### src/rtl/uart_rx_core.sv
`default_nettype none
// ============================================================================
// Module   : uart_rx_core
// Brief    : Oversampling UART receiver with 2-of-3 majority vote, optional
//            parity and stop-bit checking. Define UART_RX_SYNC_EN to add a
//            two-flop input synchronizer on RX_IN.
// Revision : 1.0 - initial release
// ============================================================================
module uart_rx_core #(
   parameter int DATA_WIDTH     = 8,
   parameter int PRESCALE_WIDTH = 6
) (
   input  logic                      CLK,
   input  logic                      RST,
   input  logic                      RX_IN,
   input  logic [PRESCALE_WIDTH-1:0] Prescale,
   input  logic                      PAR_EN,
   input  logic                      PAR_TYP,
   output logic [DATA_WIDTH-1:0]     P_DATA,
   output logic                      Data_Valid,
   output logic                      PAR_ERR,
   output logic                      STP_ERR
);

   localparam int c_BIT_CNT_W = $clog2(DATA_WIDTH + 1);
   localparam logic [c_BIT_CNT_W-1:0] c_LAST_BIT = c_BIT_CNT_W'(DATA_WIDTH - 1);

   typedef enum logic [2:0] {
      S_IDLE   = 3'd0,
      S_START  = 3'd1,
      S_DATA   = 3'd2,
      S_PARITY = 3'd3,
      S_STOP   = 3'd4
   } state_t;

   logic w_rx;
   logic w_rx_known;

`ifdef UART_RX_SYNC_EN
   logic [1:0] r_sync;
   logic [1:0] r_fill;

   // r_fill marks when the synchronizer holds real line data rather than its reset value
   always_ff @(posedge CLK or negedge RST) begin
      if (!RST) begin
         r_sync <= 2'b11;
         r_fill <= 2'b00;
      end else begin
         r_sync <= {r_sync[0], RX_IN};
         r_fill <= {r_fill[0], 1'b1};
      end
   end

   assign w_rx       = r_sync[1];
   assign w_rx_known = r_fill[1];
`else
   assign w_rx       = RX_IN;
   assign w_rx_known = 1'b1;
`endif

   state_t                    r_state;
   logic [PRESCALE_WIDTH-1:0] r_prescale;
   logic [PRESCALE_WIDTH-1:0] r_edge_cnt;
   logic [c_BIT_CNT_W-1:0]    r_bit_cnt;
   logic [DATA_WIDTH-1:0]     r_shift;
   logic [2:0]                r_samp;
   logic                      r_par_en;
   logic                      r_par_typ;
   logic                      r_par_bad;
   logic                      r_stp_bad;
   logic                      r_done;
   logic                      r_armed;

   logic [PRESCALE_WIDTH-1:0] w_prescale_dec;
   logic [PRESCALE_WIDTH-1:0] w_half;
   logic [PRESCALE_WIDTH-1:0] w_last;
   logic                      w_edge_last;
   logic                      w_voted;

   always_comb begin
      w_prescale_dec = PRESCALE_WIDTH'(8);
      if (Prescale == PRESCALE_WIDTH'(16) || Prescale == PRESCALE_WIDTH'(32))
         w_prescale_dec = Prescale;
   end

   assign w_half      = r_prescale >> 1;
   assign w_last      = r_prescale - PRESCALE_WIDTH'(1);
   assign w_edge_last = (r_edge_cnt == w_last);
   assign w_voted     = (r_samp[0] & r_samp[1]) | (r_samp[0] & r_samp[2]) | (r_samp[1] & r_samp[2]);

   always_ff @(posedge CLK or negedge RST) begin
      if (!RST) begin
         r_state    <= S_IDLE;
         r_prescale <= PRESCALE_WIDTH'(8);
         r_edge_cnt <= '0;
         r_bit_cnt  <= '0;
         r_shift    <= '0;
         r_samp     <= '0;
         r_par_en   <= 1'b0;
         r_par_typ  <= 1'b0;
         r_par_bad  <= 1'b0;
         r_stp_bad  <= 1'b0;
         r_done     <= 1'b0;
         r_armed    <= 1'b0;
         P_DATA     <= '0;
         Data_Valid <= 1'b0;
         PAR_ERR    <= 1'b0;
         STP_ERR    <= 1'b0;
      end else begin
         Data_Valid <= 1'b0;
         PAR_ERR    <= 1'b0;
         STP_ERR    <= 1'b0;
         r_done     <= 1'b0;

         // Frame verdict goes out the cycle after the last stop-bit edge
         if (r_done) begin
            if (!r_par_bad && !r_stp_bad) begin
               Data_Valid <= 1'b1;
               P_DATA     <= r_shift;
            end
            PAR_ERR <= r_par_bad;
            STP_ERR <= r_stp_bad;
         end

         // A start can only be taken after the line has been seen idle high
         if (w_rx && w_rx_known)
            r_armed <= 1'b1;

         if (r_state != S_IDLE) begin
            r_edge_cnt <= w_edge_last ? '0 : r_edge_cnt + PRESCALE_WIDTH'(1);
            if (r_edge_cnt == w_half - PRESCALE_WIDTH'(1)) r_samp[0] <= w_rx;
            if (r_edge_cnt == w_half)                      r_samp[1] <= w_rx;
            if (r_edge_cnt == w_half + PRESCALE_WIDTH'(1)) r_samp[2] <= w_rx;
         end

         case (r_state)
            S_IDLE: begin
               if (!w_rx && r_armed) begin
                  r_state    <= S_START;
                  r_edge_cnt <= PRESCALE_WIDTH'(1);
                  r_bit_cnt  <= '0;
                  r_prescale <= w_prescale_dec;
                  r_par_en   <= PAR_EN;
                  r_par_typ  <= PAR_TYP;
                  r_par_bad  <= 1'b0;
                  r_stp_bad  <= 1'b0;
               end
            end
            S_START: begin
               if (w_edge_last)
                  r_state <= w_voted ? S_IDLE : S_DATA;
            end
            S_DATA: begin
               if (w_edge_last) begin
                  r_shift <= {w_voted, r_shift[DATA_WIDTH-1:1]};
                  if (r_bit_cnt == c_LAST_BIT) begin
                     r_bit_cnt <= '0;
                     r_state   <= r_par_en ? S_PARITY : S_STOP;
                  end else begin
                     r_bit_cnt <= r_bit_cnt + c_BIT_CNT_W'(1);
                  end
               end
            end
            S_PARITY: begin
               if (w_edge_last) begin
                  r_par_bad <= (w_voted != ((^r_shift) ^ r_par_typ));
                  r_state   <= S_STOP;
               end
            end
            S_STOP: begin
               if (w_edge_last) begin
                  r_stp_bad <= ~w_voted;
                  r_done    <= 1'b1;
                  r_state   <= S_IDLE;
               end
            end
            default: r_state <= S_IDLE;
         endcase
      end
   end

endmodule
`default_nettype wire

### config.mk
export PLATFORM = sky130hd
export DESIGN_NAME = uart_rx_core
export DESIGN_NICKNAME = d
export VERILOG_FILES = /design/src/rtl/uart_rx_core.sv
export SDC_FILE = /design/constraint.sdc
export NUM_CORES = 1
export LEC_CHECK = 0
export CAP_MARGIN = 20
export CORE_MARGIN = 1.5
export CORE_UTILIZATION = 40
export DETAILED_ROUTE_END_ITERATION = 8
export HOLD_SLACK_MARGIN = 0.12
export PLACE_DENSITY = 0.71
export SYNTH_ARGS = -nofsm -noshare
export SYNTH_HDL_FRONTEND = slang
export SYNTH_SLANG_ARGS = --single-unit
### constraint.sdc
create_clock -name CLK -period 5.9 [get_ports CLK]
set_input_delay 1.18 -clock CLK [delete_from_list [all_inputs] [get_ports CLK]]
set_output_delay 1.18 -clock CLK [all_outputs]
set_load 0.01 [all_outputs]
==> impl_metrics.json, run 1 <==
{
  "grt_pass1_vias": 1769,
  "synth_edf_count": 0,
  "core_mm2": 0.00635,
  "worstPathArrival_ns": 3.20,
  "clock-sinks": 47,
  "hold_path.class": "reg2reg",
  "synth_top_cell_area_share_pct": 43.6,
  "grt_pass1_wl_um": 8580,
  "crit_path_top_delay_cell": "a32oi_1",
  "hpwlAfterDp_um": 3470,
  "place_ws_ns": 2.58,
  "hold_viol_final": 0,
  "synthesis.area_mm2": 0.00264,
  "clockBufferDepth": 2,
  "drive_above_1_share_pct": 16.3,
  "final_nets": 280,
  "antenna_found_initial": 0,
  "io_buffers": 21,
  "cp_data_required_time_ns": 6.09,
  "power_uw": 808,
  "place_area_mm2": 0.00288,
  "rsz0062_at_grt": "false",
  "vias": 1896,
  "via_per_inst": 5.56,
  "p_comb_share_pct": 23.7,
  "gp_congestion": 0.866,
  "final_common_cell": "dfrtp_1",
  "grt_max_degree": 48,
  "synth_seq_cells": 47,
  "cts_resized": 0,
  "syn_to_final_growth_pct": 14.0,
  "cts_hold_buf": 0,
  "relSlewSlack_pct": 37.2,
  "seq_power_share_pct": 46.4,
  "path_common_cell": "inv_1",
  "status": "finished, final reports clean",
  "power_switching_uw": 252,
  "drc": 0,
  "fp.dieH_um": 84.3,
  "htree_levels": 2,
  "end_kind": "flip-flop",
  "die_w_um": 84.3,
  "clk_pin_slew_ns": 0.09,
  "cts_tree": "yes",
  "cpLargestDelayFamily": "compound AO/OA/AOI/OAI gates",
  "rows": 29,
  "synth-seq-area-share_pct": 44.6,
  "synth.area.top_cells": "dfrtp_1 44%, mux2_2 9.0%, xnor2_1 5.0%",
  "drtAntennaViolNets": 0,
  "period_share_pct": 51.0,
  "yosys.cell_types.count": 50,
  "dr.pass1.iters": 4,
  "clkLatencyLatePin_ns": 0.30,
  "clockPowerShare_pct": 29.9,
  "netlist_instances": 250,
  "cts_buffers": 5,
  "root_buffer": "clkbuf_8",
  "track_usage_pct": 14.8,
  "totalWireLength_um": 4770,
  "start_kind": "flip-flop",
  "intPower_uw": 555,
  "max_stage_delay_ns": 0.70,
  "worst_pin_slew_ns": 0.941,
  "report.final.slew_viol_count": 0,
  "initial_core_util_pct": 41.6,
  "max_freq_mhz": 332,
  "diodes": 0,
  "synth_flop_cell": "dfrtp_1",
  "yosys_warnings": 0,
  "crit_buf_inv": 2,
  "synth.avg_cell_area_um2": 10.6,
  "first_iter_violations": 132,
  "final.min_clock_period_ns": 3.01,
  "synth_fp_nets": 267,
  "fill_cells": 569,
  "setup-tns-final_ns": 0,
  "worstPathMaxFanout": 13,
  "crit_chain": "inv_1 > ha_1 > xnor3_1 > a32oi_1 > inv_1 > nand3_1 > mux2_2",
  "grt_overflow_total": 0,
  "stdcell_area_mm2": 0.00301,
  "p_leak_nw": 1.27,
  "routedWlPerCell_um": 14.0,
  "drv_cap": 0,
  "finalSetupViolations": 0,
  "postCtsSetupBuffers": 0,
  "synthArstFlopShare_pct": 100,
  "power_density_mw_per_mm2": 268,
  "synth_top_area_cell": "dfrtp_1",
  "ir_drop_mv": 0.121,
  "switching_share_pct": 31.2,
  "layout_common_cells": "46 x dfrtp_1, 22 x nand2_1, 21 x mux2_2",
  "die-area_mm2": 0.00710,
  "crit_type": "reg2reg",
  "num_io_pins": 22,
  "fin_worst_skew_ns": 0.00566,
  "timing.final.ws_setup_ns": 2.89
}
-- cell families (layout without fill, tap and decap cells) --
family	after synthesis	after routing	share of synthesized area [%]
buffers and inverters	23	37	3.70
and+or+nand+nor	79	79	15.6
xor gates and xnor gates	28	28	10.6
DFF	47	47	44.6
muxes	25	25	10.5
AOI/OAI and AO/OA	41	41	11.8
adders and majority gates	7	7	3.22
-- worst reg2reg max path, cell delays in order (launching register included) --
cell     delay [ns]
dfrtp_1        0.46
inv_1          0.15
ha_1           0.24
xnor3_1        0.23
a32oi_1        0.70
inv_1          0.23
nand3_1        0.48
mux2_2         0.40
-- flip-flops by register name (all words and copies together) (netlist names), 3 cells and up --
name        cells
r_bit_cnt       4
r_state         3
P_DATA          8
r_prescale      6
r_edge_cnt      6
r_shift         8
r_samp          3
-- worst paths after layout --
kind,from,endpoint,slack (ns),cells after the start
hold / removal,r_armed,r_armed,0.48,1
max in group asynchronous,RST,r_prescale[3],4.67,2
min in group asynchronous,RST,r_samp[1],0.72,1
setup reg to reg,r_prescale[1],r_shift[2],2.89,7
setup / recovery,r_prescale[1],r_shift[2],2.89,7
hold reg to reg,r_armed,r_armed,0.48,1
-- cells in the mapped netlist (3+ instances only) --
library cell and instances:
or2_2 3, xnor2_1 15, nand2_1 22, ha_1 6, mux2i_1 3, nor2_1 11, o311ai_0 4, dfrtp_1 46
nor2b_1 3, mux2_2 21, o211ai_1 6, inv_1 6, and2_1 3, a32o_1 4, or3_1 3, clkbuf_1 10
nand3_1 11, buf_2 6, a21oi_1 4, xor2_1 10, nor3_1 9, o21ai_0 10
-- layer usage --
layer	vias up	share of wire [%]	GRT usage, %	wire length [um]
li1	918	-	-	-
met1	936	48	20.4	2270
met2	37	48	23.2	2270
met3	5	3.2	3.05	154
met4	0	1.6	5.51	75
met5	-	0	0	0
-- per-stage QoR --
step | utilization, % | hold slack [ns] | instances
global placement | 45.3 | 0.456 | 332
floorplan | - | 0.431 | 250
detailed placement | 45.3 | 0.452 | 332
global route | 47.4 | 0.508 | 341
CTS | 47.1 | 0.485 | 340
finish | 47.4 | 0.484 | 341
-- power by group through the flow --
stage | clock network [mW] | logic [mW] | registers [mW]
3_5_place_dp | 0 | 0.191 | 0.381
3_3_place_gp | 0 | 0.187 | 0.380
2_1_floorplan | 0 | 0.166 | 0.360
5_1_grt | 0.262 | 0.215 | 0.379
6_report | 0.241 | 0.191 | 0.375
4_1_cts | 0.249 | 0.191 | 0.374
-- layout make-up --
type | count | area, um^2 | share of cell area [%]
clock buffer | 5 | 68.8 | 2.29
clock inverter | 3 | 46.3 | 1.54
inverter | 6 | 22.5 | 0.748
multi-input combinational | 180 | 1370 | 45.4
sequential | 47 | 1180 | 39.1
tap | 77 | 96.3 | 3.20
timing repair buffer | 23 | 233 | 7.73
No activity file was read; power rests on OpenSTA's default activity.
==> run 2: changes to the inputs <==
--- a/config.mk
+++ b/config.mk
@@ -10,7 +10,7 @@
 export CORE_UTILIZATION = 40
 export DETAILED_ROUTE_END_ITERATION = 8
 export HOLD_SLACK_MARGIN = 0.12
-export PLACE_DENSITY = 0.71
+export PLACE_DENSITY = 0.73
 export SYNTH_ARGS = -nofsm -noshare
 export SYNTH_HDL_FRONTEND = slang
 export SYNTH_SLANG_ARGS = --single-unit
==> constraint.sdc (replaced) <==
create_clock -name CLK -period 2.7 [get_ports CLK]
set_input_delay 0.54 -clock CLK [delete_from_list [all_inputs] [get_ports CLK]]
set_output_delay 0.54 -clock CLK [all_outputs]
set_load 0.01 [all_outputs]
==> run 2 against run 1 <==
Compared with the run above:
- wire length rose by 3.5%
- flip-flop and latch count did not move
- first-iteration DRC count fell by 55%
- die area unchanged
- clock power grew 83%
- combinational power rose by 140%
- largest power group unchanged
- clock skew rose by 0.0041 ns
- via count increased by 1.4%
- worst hold slack worse by 0.27 ns
- sequential share of layout area is 0.50 points lower
- final area rose by 1.3%
- critical path type unchanged
- count of clock-buffer cells in the layout is 1 higher
==> impl_metrics.json, run 2 (synthesis gave the netlist of run 1 again) <==
{
  "routedWlPerCell_um": 14.1,
  "io_buffers": 21,
  "setup-tns-final_ns": 0,
  "hold_path.class": "in2async",
  "power_density_mw_per_mm2": 561,
  "rows": 29,
  "clockBufferDepth": 2,
  "p_comb_share_pct": 26.4,
  "drv_cap": 0,
  "grt_pass1_wl_um": 8480,
  "grt_overflow_total": 0,
  "worstPathMaxFanout": 8,
  "seq_power_share_pct": 47.9,
  "crit_chain": "inv_1 > ha_1 > xnor2_1 > a311oi_2 > o211ai_1 > o21ai_0 > o311ai_0",
  "worstPathArrival_ns": 2.57,
  "first_iter_violations": 60,
  "vias": 1923,
  "crit_path_top_delay_cell": "o21ai_0",
  "cts_buffers": 5,
  "final_common_cell": "dfrtp_1",
  "switching_share_pct": 31.8,
  "worst_pin_slew_ns": 0.527,
  "cts_resized": 0,
  "status": "finished, final reports clean",
  "core_mm2": 0.00635,
  "diodes": 0,
  "track_usage_pct": 14.9,
  "fin_util_pct": 48.0,
  "power_switching_uw": 544,
  "cp_data_required_time_ns": 2.86,
  "relSlewSlack_pct": 64.8,
  "initial_core_util_pct": 41.6,
  "report.final.slew_viol_count": 0,
  "syn_to_final_growth_pct": 15.4,
  "die_w_um": 84.3,
  "finalSetupViolations": 0,
  "max_stage_delay_ns": 0.50,
  "die-area_mm2": 0.00710,
  "fin_worst_skew_ns": 0.00976,
  "drc": 0,
  "clk_pin_slew_ns": 0.09,
  "max_freq_mhz": 415,
  "final.min_clock_period_ns": 2.41,
  "drive_above_1_share_pct": 19.0,
  "drtAntennaViolNets": 0,
  "layout_common_cells": "46 x dfrtp_1, 22 x nand2_1, 21 x mux2_2",
  "num_io_pins": 22,
  "rsz0062_at_grt": "false",
  "grt_max_degree": 26,
  "via_per_inst": 5.49,
  "hold_viol_final": 0,
  "htree_levels": 2,
  "fp.dieH_um": 84.3,
  "clockPowerShare_pct": 25.8,
  "crit_type": "reg2reg",
  "intPower_mw": 1.17,
  "p_leak_nw": 1.30,
  "cts_hold_buf": 0,
  "clock-sinks": 47,
  "grt_pass1_vias": 1854,
  "hpwlAfterDp_um": 3650,
  "dr.pass1.iters": 4,
  "power_mw": 1.71,
  "reg_top3": "P_DATA: 8 flops, r_shift: 8 flops",
  "totalWireLength_um": 4940,
  "end_kind": "flip-flop",
  "root_buffer": "clkbuf_8",
  "ir_drop_mv": 0.267,
  "gp_congestion": 0.815,
  "antenna_found_initial": 0,
  "cts_tree": "yes",
  "start_kind": "flip-flop",
  "postCtsSetupBuffers": 0,
  "period_share_pct": 89.2,
  "clkLatencyLatePin_ns": 0.30,
  "final_nets": 289
}
run 2: cell count changes in the layout (fill, tap and decap cells not counted), sizes merged:
cell | previous run | this run
clkinv | 0 | 1
clkbuf | 5 | 6
inv | 7 | 6
buf | 3 | 12
bufinv | 1 | 0
run 2: power groups by stage:
stage / Clock, mW / Combinational (mW) / Sequential (mW)
after global routing: 0.481 / 0.500 / 0.826
after CTS: 0.464 / 0.455 / 0.817
final: 0.441 / 0.451 / 0.819
after global placement: 0 / 0.443 / 0.829
after detailed placement: 0 / 0.454 / 0.831
after floorplan: 0 / 0.363 / 0.788
run 2: worst max-delay path: cells and delay by family, from the launching register on:
kind	cells	cell delay (ns)
flops	1	0.44
xor+xnor	1	0.14
compound gates	4	1.25
buf+inv	1	0.13
fa+ha+maj	1	0.31
run 2: worst paths after layout:
check | startpoint | endpoint | slack, ns | depth (start not counted)
max | r_prescale[1] | r_edge_cnt[2] | 0.29 | 7
min | RST | P_DATA[5] | 0.21 | 2
max reg2reg | r_prescale[1] | r_edge_cnt[2] | 0.29 | 7
min reg2reg | r_armed | r_armed | 0.48 | 1
max in group asynchronous | RST | r_prescale[3] | 2.18 | 2
min in group CLK | r_armed | r_armed | 0.48 | 1
run 2: final cells by class:
| cell class | count | area [um^2] |
|---|---|---|
| Fill cell | 574 | 3300 |
| Multi-Input combinational cell | 180 | 1370 |
| Sequential cell | 47 | 1180 |
| Timing Repair Buffer | 32 | 288 |
| Tap cell | 77 | 96.3 |
| Clock buffer | 6 | 82.6 |
| Inverter | 6 | 22.5 |
| Clock inverter | 2 | 16.3 |
run 2: through the flow:
stage          instances  hold WS (ns)  worst slack [ns]  area, um^2
2_1_floorplan        250         0.244             0.560        2640
3_3_place_gp         342         0.459             0.416        2950
3_5_place_dp         342         0.453             0.289        2950
4_1_cts              350         0.215             0.281        3050
5_1_grt              350         0.237            0.0443        3050
6_report             350         0.214             0.291        3050
run 2: layer usage:
metal  GRT usage [%]  share of wire (%)
met4            5.96                1.9
met1            19.5                 47
met2            23.9                 48
met3            3.34                3.4
met5               0                  0
==> run 3: changes to the inputs <==
--- a/config.mk
+++ b/config.mk
@@ -9,6 +9,7 @@
 export CORE_MARGIN = 1.5
 export CORE_UTILIZATION = 40
 export DETAILED_ROUTE_END_ITERATION = 8
+export GPL_ROUTABILITY_DRIVEN = 0
 export HOLD_SLACK_MARGIN = 0.12
 export PLACE_DENSITY = 0.73
 export SYNTH_ARGS = -nofsm -noshare
==> results of run 3 <==
Final layout, timing and power as in run 2 (identical DEF).
